`config.mk`:
```
export PLATFORM = sky130hd
export DESIGN_NAME = ifu_prefetch
export DESIGN_NICKNAME = d
export VERILOG_FILES = /design/src/rtl/ifu_pkg.sv /design/src/rtl/ifu_fifo.sv /design/src/rtl/ifu_prefetch.sv
export SDC_FILE = /design/constraint.sdc
export NUM_CORES = 1
export LEC_CHECK = 0
export ABC_AREA = 1
export BUFFER_PORTS_ARGS = -buffer_cell sky130_fd_sc_hd__buf_2
export CORE_MARGIN = 2
export CORE_UTILIZATION = 58
export CTS_CLUSTER_DIAMETER = 120
export CTS_CLUSTER_SIZE = 14
export DETAILED_ROUTE_END_ITERATION = 7
export GPL_ROUTABILITY_DRIVEN = 0
export PLACE_DENSITY_LB_ADDON = 0.2
export REMOVE_ABC_BUFFERS = 1
export SLEW_MARGIN = 20
export SYNTH_ARGS = -nofsm -noshare
export SYNTH_HDL_FRONTEND = slang
export SYNTH_SLANG_ARGS = --single-unit
```
`constraint.sdc`:
```
create_clock -name clk -period 5 [get_ports clk]
set_input_delay 0.75 -clock clk [delete_from_list [all_inputs] [get_ports clk]]
set_output_delay 0.75 -clock clk [all_outputs]
set_load 0.01 [all_outputs]
```
`src/rtl/ifu_pkg.sv`:
```
// ifu_pkg -- shared defaults and the prefetch entry type for the fetch unit.
// Revision: 1.0
`default_nettype none

package ifu_pkg;

  localparam int unsigned XLEN_DEF         = 32;
  localparam int unsigned ILEN_DEF         = 32;
  localparam int unsigned DEPTH_DEF        = 4;
  localparam int unsigned PC_STEP_DEF      = 4;
  localparam logic [31:0] RESET_VECTOR_DEF = 32'h8000_0000;

  typedef struct packed {
    logic [XLEN_DEF-1:0] pc;
    logic [ILEN_DEF-1:0] inst;
  } fetch_entry_t;

endpackage

`default_nettype wire

```
`src/rtl/ifu_fifo.sv`:
```
// ifu_fifo -- DEPTH x WIDTH synchronous FIFO with flush, count, full and empty.
// Revision: 1.0
`default_nettype none

module ifu_fifo #(
  parameter  int unsigned DEPTH = 4,
  parameter  int unsigned WIDTH = 32,
  localparam int unsigned AW    = $clog2(DEPTH),
  localparam int unsigned CW    = AW + 1
) (
  input  logic             clk,
  input  logic             rst,
  input  logic             flush_i,
  input  logic             push_i,
  input  logic [WIDTH-1:0] data_i,
  input  logic             pop_i,
  output logic [WIDTH-1:0] data_o,
  output logic [CW-1:0]    count_o,
  output logic             full_o,
  output logic             empty_o
);

  logic [WIDTH-1:0] mem_q [DEPTH];
  logic [AW-1:0]    wr_ptr_q;
  logic [AW-1:0]    rd_ptr_q;
  logic [CW-1:0]    count_q;

  // Storage is not reset: the head is only meaningful while count is non-zero.
  always_ff @(posedge clk) begin
    if (push_i && !flush_i && !rst) begin
      mem_q[wr_ptr_q] <= data_i;
    end
  end

  always_ff @(posedge clk) begin
    if (rst || flush_i) begin
      wr_ptr_q <= '0;
      rd_ptr_q <= '0;
      count_q  <= '0;
    end else begin
      if (push_i) wr_ptr_q <= wr_ptr_q + AW'(1);
      if (pop_i)  rd_ptr_q <= rd_ptr_q + AW'(1);
      count_q <= count_q + CW'(push_i) - CW'(pop_i);
    end
  end

  assign data_o  = mem_q[rd_ptr_q];
  assign count_o = count_q;
  assign full_o  = (count_q == CW'(DEPTH));
  assign empty_o = (count_q == '0);

endmodule

`default_nettype wire

```
`src/rtl/ifu_prefetch.sv`:
```
// ifu_prefetch -- fetch PC, credit-limited sequential requests and a tagged prefetch FIFO.
// Revision: 1.0
`default_nettype none

module ifu_prefetch
  import ifu_pkg::*;
#(
  parameter int unsigned      XLEN         = XLEN_DEF,
  parameter int unsigned      ILEN         = ILEN_DEF,
  parameter int unsigned      DEPTH        = DEPTH_DEF,
  parameter logic [XLEN-1:0]  RESET_VECTOR = XLEN'(RESET_VECTOR_DEF),
  parameter logic [XLEN-1:0]  PC_STEP      = XLEN'(PC_STEP_DEF)
) (
  input  logic            clk,
  input  logic            rst,
  input  logic            redirect_valid_i,
  input  logic [XLEN-1:0] redirect_pc_i,
  output logic            mem_req_valid_o,
  input  logic            mem_req_ready_i,
  output logic [XLEN-1:0] mem_req_addr_o,
  input  logic            mem_resp_valid_i,
  input  logic [ILEN-1:0] mem_resp_data_i,
  output logic            out_valid_o,
  input  logic            out_ready_i,
  output logic [ILEN-1:0] out_inst_o,
  output logic [XLEN-1:0] out_pc_o
);

  localparam int unsigned CW = $clog2(DEPTH) + 1;
  localparam int unsigned EW = XLEN + ILEN;

  logic [XLEN-1:0] fetch_pc_q, fetch_pc_d;
  logic [CW-1:0]   outstanding_q, outstanding_d;
  logic [CW-1:0]   discard_q, discard_d;

  logic [CW-1:0]   data_count, tag_count;
  logic            data_full, data_empty, tag_full, tag_empty;
  logic [EW-1:0]   data_head;
  logic [XLEN-1:0] tag_pc;
  logic [CW:0]     credits_used;
  logic            req_fire, push, pop;

  // Every buffered entry and every in-flight request holds one of DEPTH credits.
  assign credits_used    = {1'b0, data_count} + {1'b0, outstanding_q};
  assign mem_req_valid_o = !rst && !redirect_valid_i && (credits_used < (CW+1)'(DEPTH));
  assign mem_req_addr_o  = fetch_pc_q;
  assign req_fire        = mem_req_valid_o && mem_req_ready_i;

  assign push = mem_resp_valid_i && !redirect_valid_i && (discard_q == '0);
  assign pop  = out_valid_o && out_ready_i && !redirect_valid_i;

  assign out_valid_o = !rst && !data_empty;
  assign out_pc_o    = out_valid_o ? data_head[EW-1:ILEN] : '0;
  assign out_inst_o  = out_valid_o ? data_head[ILEN-1:0]  : '0;

  always_comb begin
    fetch_pc_d    = fetch_pc_q;
    outstanding_d = outstanding_q;
    discard_d     = discard_q;
    if (redirect_valid_i) begin
      fetch_pc_d    = redirect_pc_i;
      outstanding_d = outstanding_q - CW'(mem_resp_valid_i);
      discard_d     = outstanding_q - CW'(mem_resp_valid_i);
    end else begin
      if (req_fire) fetch_pc_d = fetch_pc_q + PC_STEP;
      outstanding_d = outstanding_q + CW'(req_fire) - CW'(mem_resp_valid_i);
      if (mem_resp_valid_i && (discard_q != '0)) discard_d = discard_q - CW'(1);
    end
  end

  always_ff @(posedge clk) begin
    if (rst) begin
      fetch_pc_q    <= RESET_VECTOR;
      outstanding_q <= '0;
      discard_q     <= '0;
    end else begin
      fetch_pc_q    <= fetch_pc_d;
      outstanding_q <= outstanding_d;
      discard_q     <= discard_d;
    end
  end

  // Tags are never flushed: dropped responses still retire their tag in order.
  ifu_fifo #(.DEPTH(DEPTH), .WIDTH(XLEN)) u_tag_fifo (
    .clk     (clk),
    .rst     (rst),
    .flush_i (1'b0),
    .push_i  (req_fire),
    .data_i  (fetch_pc_q),
    .pop_i   (mem_resp_valid_i),
    .data_o  (tag_pc),
    .count_o (tag_count),
    .full_o  (tag_full),
    .empty_o (tag_empty)
  );

  ifu_fifo #(.DEPTH(DEPTH), .WIDTH(EW)) u_data_fifo (
    .clk     (clk),
    .rst     (rst),
    .flush_i (redirect_valid_i),
    .push_i  (push),
    .data_i  ({tag_pc, mem_resp_data_i}),
    .pop_i   (pop),
    .data_o  (data_head),
    .count_o (data_count),
    .full_o  (data_full),
    .empty_o (data_empty)
  );

  a_no_push_full:   assert property (@(posedge clk) disable iff (rst) !(push && data_full && !pop));
  a_no_tag_over:    assert property (@(posedge clk) disable iff (rst) !(req_fire && tag_full));
  a_resp_has_tag:   assert property (@(posedge clk) disable iff (rst) !(mem_resp_valid_i && tag_empty));
  a_tags_in_flight: assert property (@(posedge clk) disable iff (rst) tag_count == outstanding_q);

endmodule

`default_nettype wire

```
==> run_results.csv <==
group,metric,value,unit
worst_setup_path,crit_type,"input port to output pin",
worst_setup_path,worstRegToRegCells,7,
route,post-route-drc-count,0,
clocking,cts_setup_buffers,0,
final_layout,antennaDiodeCount,0,
global_route,grt_use_total,24.0,%
clocking,clock_path_buffers,3,
placement,dp_cells,2086,
outcome,status,"finished clean",
power,leakage,7.36,nW
floorplan,std_cell_rows,64,
yosys,ys_seq_area_share,70.4,%
worst_setup_path,worst_ep_arrival_time,3.20,ns
worst_setup_path,cp-endpoint,"out_pc_o[30]",
floorplan,design.core.area,30500,µm²
worst_setup_path,end_kind,"output pin",
route,first_pass_iters,5,
power,max-vdd-ir-drop,0.213,mV
worst_setup_path,reg2reg_to,"u_data_fifo.mem_q[1][15]",
worst_hold_path,hp-start,"redirect_pc_i[29]",
clocking,cts_resized,0,
worst_setup_path,start_kind,"input port",
floorplan,dieArea,32300,µm²
route,ant_nets,0,
timing,fin_crit_sh,79.0,%
global_route,grt_pass1_vias,11318,
timing,hold_viol,0,
yosys,synthAdderAreaFrac,1.55,%
route,routed_via_density,5.64,
timing,final.setup.worst_slack,1.05,ns
worst_hold_path,whs_path_depth,3,
final_layout,final_cells,2138,
yosys,syn_area,17900,µm²
yosys,synth_compound_area_share,10.2,%
worst_setup_path,cpMaxStageDelayCell,"nand2_2",
timing,tns,0,ns
worst_setup_path,crit_required,4.25,ns
placement,dpl-instance-area,19100,µm²
worst_hold_path,hp-class,"input port to flop",
run,timing.max_cap.violations,0,
clocking,numCtsBuffers,37,
clocking,root_buffer,"clkbuf_16",
global_route,grt-ovfl-total,0,
final_layout,area_growth,12.5,%
final_layout,drive_gt1_share,14.5,%
worst_setup_path,crit_buf_inv,4,
final_layout,finalInstanceArea,20100,µm²
worst_setup_path,cp-startpoint,"rst",
yosys,netlist_instances,1587,
timing,period_minus_slack,3.95,ns
final_layout,nNetsFinal,1820,
final_layout,final_common_cell,"edfxtp_1",
route,wl_per_cell,18.2,µm
worst_setup_path,cp_cell_sequence,"buf_2 > clkinv_1 > nand2_2 > buf_4 > a21oi_1 > buf_2",
clocking,cts_tree,"done",
yosys,synthXorXnorAreaFrac,0.783,%
yosys,yosysWarnings,0,
global_route,use_met3,3.73,%
timing,worst_slew_pin_slew,1.06,ns
global_route,grt_use_met1,34.2,%
placement,port-buffer-count,167,
timing,final-setup-viol-count,0,
global_route,top_usage_layer,"met2",
floorplan,die_w,180,µm
clocking,hold_buffers,0,
floorplan,start_util,58.6,%
placement,dp_hpwl,23400,µm
route,drtIter0Drc,1284,
yosys,synthMuxAreaShare,0,%
worst_setup_path,r2r_slack,2.25,ns
clocking,cts_sinks,437,
global_route,antenna_found_initial,0,
power,p_per_area,355,nW/µm²
timing,slew_violations,0,
placement,dp_slack,1.01,ns
worst_setup_path,critPathTopFamily,"buffers and inverters",
yosys,synth_top_family_by_area,"simple AND/OR/NAND/NOR gates",
worst_setup_path,critical_path_depth,6,
yosys,synth_area_per_cell,11.3,µm²
route,drt-total-wl,39000,µm
floorplan,ios,168,
worst_setup_path,cpPeakStageDelay,0.70,ns
final_layout,final_cell_mix,"edfxtp_1, nor2_1, o21ai_0, buf_2, nand2_1",
clocking,clock_latency,0.52,ns
worst_setup_path,critPathMaxFanout,41,
floorplan,die_h,180,µm
timing,fmax,253,MHz
global_route,grt_pass1_wl,61400,µm
yosys,yosys.area_share.simple,13.3,%
yosys,yosys.cell_types.count,35,
timing,relSlewSlack,29.4,%
yosys,synth-seq-cells,437,
worst_setup_path,r2r_start,"discard_q[0]",
clocking,htree_levels,2,
global_route,grt_use_met2,39.3,%
worst_setup_path,worst_path_most_repeated_cell,"buf_2",
clocking,clkTransAtPathRegs,0.06,ns
global_route,grt_max_degree,73,
final_layout,fin_util,66.0,%
timing,rsz0062_at_grt,"no",
timing,finalClockSkew,0.0136,ns
route,dr_total_vias,12059,
worst min path at each step:
stage	end
global route	u_data_fifo.mem_q[0][23]
global placement	flop
detailed placement	flop
floorplan	flop
CTS	mem_req_addr_o[29]
finish	mem_req_addr_o[29]
sequential cells by signal, summed over array words and instances, names as in the netlist, named ones only:
| signal | count |
|---|---|
| discard_q | 3 |
| mem_req_addr_o | 32 |
| outstanding_q | 3 |
| u_data_fifo.count_o | 3 |
| u_data_fifo.mem_q | 256 |
| u_data_fifo.rd_ptr_q | 2 |
| u_data_fifo.wr_ptr_q | 2 |
| u_tag_fifo.mem_q | 128 |
| u_tag_fifo.rd_ptr_q | 2 |
| u_tag_fifo.wr_ptr_q | 2 |
Yosys cell counts, drive strengths merged:
| master | count | share of area, % |
|---|---|---|
| a31oi | 2 | 0.070 |
| ha | 19 | 1.3 |
| nor3 | 1 | 0.028 |
| edfxtp | 384 | 64 |
| inv | 77 | 1.6 |
| fa | 2 | 0.22 |
| clkbuf | 39 | 0.82 |
| a22oi | 3 | 0.13 |
| nand2 | 153 | 3.3 |
| nand4 | 4 | 0.14 |
| xnor2 | 4 | 0.20 |
| a22o | 2 | 0.098 |
| o21bai | 1 | 0.042 |
| or2 | 1 | 0.035 |
| nor2 | 394 | 8.4 |
| o21ai | 220 | 6.2 |
| dfxtp | 53 | 5.9 |
| xor2 | 12 | 0.59 |
| nor4 | 1 | 0.035 |
| clkinv | 3 | 0.070 |
| nand3b | 7 | 0.29 |
| buf | 41 | 1.2 |
| nand3 | 37 | 1.0 |
| and2 | 1 | 0.035 |
| a21oi | 94 | 2.6 |
| o22ai | 32 | 1.1 |
layout make-up:
cell class	instances	area, µm²
multi-input combinational	990	4670
timing repair buffer	183	1020
clock buffer	50	1020
inverter	80	302
tap	396	495
clock inverter	2	25.0
fill	2280	10400
sequential	437	12600
worst min-delay path, stage by stage:
cell     delay, ns
buf_2         0.08
nand2_1       0.04
nand2_1       0.05
layer usage:
layer	routed length, µm	vias to the layer above
met4	684	0
met5	0	-
met3	3140	57
met2	18600	509
met1	16500	5721
li1	-	5772
power by group:
group          switching (mW)  internal [mW]  total [mW]
combinational           0.279          0.132       0.410
sequential             0.0723           4.07        4.14
clock                    1.18           1.42        2.59
per-stage QoR:
step | hold slack [ns] | total power [mW]
global placement | 0.460 | 4.61
global route | 0.427 | 7.39
detailed placement | 0.480 | 4.63
CTS | 0.427 | 7.18
finish | 0.435 | 7.14
floorplan | 0.450 | 4.43
cells by family after synthesis:
family                   Yosys count
AO/OA/AOI/OAI                    354
XOR/XNOR                          16
adder cells (fa/ha/maj)           21
buffers and inverters            160
flip-flops                       437
AND/OR/NAND/NOR                  599
Power figures use the tool's default switching activity.
